### config.mk
export PLATFORM = sky130hd
export DESIGN_NAME = sequential_chunk_adder
export DESIGN_NICKNAME = d
export VERILOG_FILES = /design/src/rtl/sequential_chunk_adder.sv
export SDC_FILE = /design/constraint.sdc
export NUM_CORES = 1
export LEC_CHECK = 0
export CORE_MARGIN = 2
export CORE_UTILIZATION = 57
export DETAILED_ROUTE_END_ITERATION = 7
export GPL_TIMING_DRIVEN = 0
export PLACE_DENSITY = 0.85
export SLEW_MARGIN = 20
export SYNTH_ARGS = -nofsm -noshare
export SYNTH_HDL_FRONTEND = slang
export SYNTH_SLANG_ARGS = --single-unit
### constraint.sdc
create_clock -name Clk_In -period 6.28 [get_ports Clk_In]
set_input_delay 1.57 -clock Clk_In [delete_from_list [all_inputs] [get_ports Clk_In]]
set_output_delay 1.57 -clock Clk_In [all_outputs]
set_load 0.01 [all_outputs]
### src/rtl/sequential_chunk_adder.sv
// Multi-cycle adder: CHUNK_W bits per clock, carry rippled through a register, valid/ready on both sides.
// Optional subtract mode enabled by defining SEQ_CHUNK_ADDER_SUB_EN (adds Mode_In port).
module sequential_chunk_adder #(
    parameter int WIDTH   = 32,
    parameter int CHUNK_W = 8
) (
    input  logic             Clk_In,
    input  logic             Reset_N_In,
`ifdef SEQ_CHUNK_ADDER_SUB_EN
    input  logic             Mode_In,
`endif
    input  logic             In_Valid_In,
    output logic             In_Ready_Out,
    input  logic [WIDTH-1:0] Data_A_In,
    input  logic [WIDTH-1:0] Data_B_In,
    input  logic             Carry_In,
    output logic             Out_Valid_Out,
    input  logic             Out_Ready_In,
    output logic [WIDTH-1:0] Sum_Out,
    output logic             Carry_Out,
    output logic             Overflow_Out
);
    localparam int NUM_CHUNKS = WIDTH / CHUNK_W;
    localparam int KW = (NUM_CHUNKS > 1) ? $clog2(NUM_CHUNKS) : 1;
    localparam logic [KW-1:0] LAST_K = KW'(NUM_CHUNKS - 1);

    if (WIDTH % CHUNK_W != 0) begin : g_bad_chunk
        $error("sequential_chunk_adder: WIDTH must be a multiple of CHUNK_W");
    end

    typedef enum logic [1:0] {IDLE, BUSY, DONE} state_t;

    state_t           state_q;
    logic [WIDTH-1:0] a_q, b_q, work_q, sum_q;
    logic [KW-1:0]    k_q;
    logic             carry_q, cout_q, ovf_q;
    logic             in_ready_q, out_valid_q;

    int               base;
    logic [CHUNK_W-1:0] chunk_a, chunk_b;
    logic [CHUNK_W:0]   chunk_res;
    logic [WIDTH-1:0]   work_d;
    logic               ovf_d;
    logic [WIDTH-1:0]   b_eff;
    logic               cin_eff;

    always_comb begin
        base      = int'(k_q) * CHUNK_W;
        chunk_a   = a_q[base +: CHUNK_W];
        chunk_b   = b_q[base +: CHUNK_W];
        chunk_res = {1'b0, chunk_a} + {1'b0, chunk_b} + {{CHUNK_W{1'b0}}, carry_q};
        work_d    = work_q;
        work_d[base +: CHUNK_W] = chunk_res[CHUNK_W-1:0];
        // Carry into the MSB recovered from its sum bit; only meaningful on the final chunk.
        ovf_d     = (a_q[WIDTH-1] ^ b_q[WIDTH-1] ^ work_d[WIDTH-1]) ^ chunk_res[CHUNK_W];
    end

    always_comb begin
`ifdef SEQ_CHUNK_ADDER_SUB_EN
        b_eff   = Mode_In ? ~Data_B_In : Data_B_In;
        cin_eff = Mode_In ? 1'b1 : Carry_In;
`else
        b_eff   = Data_B_In;
        cin_eff = Carry_In;
`endif
    end

    always_ff @(posedge Clk_In or negedge Reset_N_In) begin
        if (!Reset_N_In) begin
            state_q     <= IDLE;
            a_q         <= '0;
            b_q         <= '0;
            work_q      <= '0;
            sum_q       <= '0;
            k_q         <= '0;
            carry_q     <= 1'b0;
            cout_q      <= 1'b0;
            ovf_q       <= 1'b0;
            in_ready_q  <= 1'b1;
            out_valid_q <= 1'b0;
        end else begin
            case (state_q)
                IDLE: begin
                    if (In_Valid_In) begin
                        a_q        <= Data_A_In;
                        b_q        <= b_eff;
                        carry_q    <= cin_eff;
                        work_q     <= '0;
                        k_q        <= '0;
                        in_ready_q <= 1'b0;
                        state_q    <= BUSY;
                    end
                end
                BUSY: begin
                    work_q  <= work_d;
                    carry_q <= chunk_res[CHUNK_W];
                    k_q     <= k_q + KW'(1);
                    if (k_q == LAST_K) begin
                        k_q         <= '0;
                        sum_q       <= work_d;
                        cout_q      <= chunk_res[CHUNK_W];
                        ovf_q       <= ovf_d;
                        out_valid_q <= 1'b1;
                        state_q     <= DONE;
                    end
                end
                DONE: begin
                    if (Out_Ready_In) begin
                        out_valid_q <= 1'b0;
                        in_ready_q  <= 1'b1;
                        state_q     <= IDLE;
                    end
                end
                default: state_q <= IDLE;
            endcase
        end
    end

    assign In_Ready_Out  = in_ready_q;
    assign Out_Valid_Out = out_valid_q;
    assign Sum_Out       = sum_q;
    assign Carry_Out     = cout_q;
    assign Overflow_Out  = ovf_q;

endmodule

==> summary.txt <==
Clock tree
  – TritonCTS Buffers: 17
  – CTS tree: done
  – CTS clk-pin slew, worst paths: 0.06 ns
  – Num Clock Sinks: 137
  – Clk buf depth: 2
  – Clock root buffer: clkbuf_8
  – Hold buffer count at cts: 0
  – Post-CTS Setup Inserts: 0
  – Clock Latency Late Sink: 0.54 ns
  – H-tree levels: 4
  – Post-CTS sizing: 0

Synthesis
  – Compound-Gate Fraction of Synth Area: 14.2%
  – Sequential share of the synthesized area: 55.5%
  – Post-synth EDFFs: 0
  – Simple-gate portion of the synthesized area: 5.45%
  – Post-synthesis mux area share: 17.8%
  – Mapped Area: 6180 µm²
  – Synth Area in XOR/XNOR: 0.992%
  – Yosys top cell by area: dfrtp_1
  – Ys flop type: dfrtp_1
  – Distinct cells, synth: 47
  – Avg Inst Size Synth: 13.2 µm²
  – Count leader, synth: dfrtp_1
  – Post-synth top area share: 55.1%
  – Main combinational cell family by area after synthesis: multiplexers
  – Adder-cell share of the synthesized area: 3.28%
  – Area contributors post-synth: dfrtp_1, mux2_2, mux4_2, a22o_1, a22oi_1
  – Async SR Flop Fraction: 100%
  – Post-Syn Instances: 468
  – Synthesized Nets: 552
  – Syn. warnings: 0
  – Post-synth top cells: dfrtp_1, mux2_2, nand2_1
  – Synth Register Bits: 137

STA
  – Min Hold Slack: 0.478 ns
  – Final Max Tran Viols: 0
  – Clock skew: 0.00644 ns
  – Setup violators final: 0
  – Slew Limit Headroom: 29.3%
  – Tmin final: 4.02 ns
  – Tcrit/Tclk final: 64.1%
  – Hold Violations, Final: 0
  – Fmax: 0.249 GHz
  – RSZ-0062 raised after global routing: no
  – Slew of the pin with the lowest slew margin: 1.05 ns

Worst setup path
  – CP Class: flip-flop to flip-flop
  – Worst setup EP type: flip-flop
  – Reg2reg end: Sum_Out[7]
  – Max incr delay on CP: 0.70 ns
  – Crit path max-delay cell type: xnor2_1
  – Reg2reg start: k_q[1]
  – R2r setup slk: 2.26 ns
  – Worst-path fanout max: 10
  – Reg2Reg Depth: 10
  – Crit-path most repeated cell: o21ai_0
  – Arr. time, crit path: 4.47 ns
  – Required time worst endpoint: 6.73 ns
  – Crit start category: flip-flop
  – Critical-path cell list: clkbuf_1, buf_1, mux4_2, ha_1, o211ai_1, o211ai_2, o21ai_0, xnor2_1, a22oi_1, o21ai_0

Final layout
  – # fillers: 669
  – Fin nets: 676
  – # diodes: 0
  – Register area: 3430 µm²
  – Fin cells: 745
  – Area delta synth->final: 29.7%
  – Multi-input gate area: 2590 µm²
  – Final instance area: 8010 µm²
  – Share of layout cells above drive strength 1: 22.3%

Detailed routing
  – DR vias: 4,534
  – Per-cell routed wire length: 21.0 µm
  – Initial drt markers: 478
  – Drt drc: 0
  – Vias per inst: 6.09
  – ANT nets after route: 0
  – Post-Route WL: 15.6 mm
  – 1st-pass router iterations: 5

Place
  – Placer Congestion: 0.867
  – Placed insts: 713
  – Placed Area: 7430 µm²
  – HPWL Detailed: 10.6 mm
  – IO buf count: 104

Global routing
  – Total GRT Usage: 29.3%
  – First-pass GRT wire length: 25.4 mm
  – Initial antenna violation count: 0
  – Vias in the first global route: 4,792
  – GRT overflow: 0
  – Largest net degree at the start of global routing: 90

Floorplan
  – Die H: 108 µm
  – I/O pin count: 105
  – Core Area: 10,700 µm²
  – Std cell rows: 38
  – Die footprint: 11,700 µm²
  – Initial Utilization: 57.8%
  – Die extent in x: 108 µm

Outcome
  – Status: finished, final reports clean

Job
  – Max Cap Violations: 0

Min path
  – Hold Crit Start: Sum_Out[20]
  – Cells on Worst Hold Path: 2
  – Hold Path End: Sum_Out[20]
  – Min-Delay Path Class: flip-flop to flip-flop
metal layers:
layer	global-route usage [%]	vias to the layer above	wire [µm]
li1	-	1995	-
met1	37.5	2298	6200
met4	9.52	0	296
met3	7.90	39	1150
met5	0	-	0
met2	48.9	202	7990
kinds of logic (layout without fill, tap and decap cells):
kind of cell,Yosys count,count (layout)
AND/OR/NAND/NOR,63,63
buffers and inverters,38,175
adder cells (fa/ha/maj),15,15
flip-flops,137,137
multiplexers,82,82
AO/OA/AOI/OAI,126,126
XOR/XNOR,7,7
flip-flops by register name, indices dropped and copies added, names as in the netlist:
register,count
state_q,2
work_q,32
Overflow_Out,1
In_Ready_Out,1
b_q,32
k_q,2
Sum_Out,32
Carry_Out,1
Out_Valid_Out,1
a_q,32
carry_q,1
cells in the final DEF (no fill, tap or decap), drive strengths merged, types with 3 or more instances in the layout:
cell type	netlist	layout
a21oi	12	12
a22oi	30	30
a22o	32	32
buf	15	17
o21ai	35	35
and2	4	4
clkinv	2	7
mux2	65	65
nand2	37	37
ha	13	13
o31ai	3	3
mux4	16	16
nor4b	3	3
o211ai	3	3
nor2	10	10
clkinvlp	0	3
dfrtp	136	136
inv	11	12
xnor2	5	5
clkdlybuf4s50	0	103
clkbuf	10	31
layout make-up:
cell class / instances / share of cell area (%)
clock inverter: 11 / 1.50
inverter: 13 / 0.609
timing repair buffer: 105 / 13.4
clock buffer: 21 / 5.73
tap: 140 / 2.19
sequential: 137 / 42.8
buffer: 25 / 1.51
multi-input combinational: 293 / 32.3
metrics by stage:
step	setup WS, ns	TNS (ns)	utilization [%]
global placement	-1.44	-194.07	69.1
CTS	2.35	0	74.8
global route	2.12	0	74.9
floorplan	3.07	0	-
finish	2.26	0	74.9
detailed placement	2.40	0	69.4
how the worst max path moves through the flow:
stage	to	startpoint
CTS	Sum_Out[7]	k_q[1]
global route	Sum_Out[7]	k_q[1]
floorplan	Overflow_Out	k_q[0]
finish	Sum_Out[7]	k_q[1]
global placement	Sum_Out[5]	Reset_N_In
detailed placement	Sum_Out[14]	k_q[1]
worst max-delay path, delay by kind of cell (launching register included):
family          cells  cell delay, ns
mux                 1            0.43
buf+inv             2            1.01
fa+ha+maj           1            0.41
compound gates      5            1.00
flops               1            0.38
xor+xnor            1            0.70
Power is not shown: default switching activity piles up to over one toggle a cycle in this logic, so the estimate is an artifact.
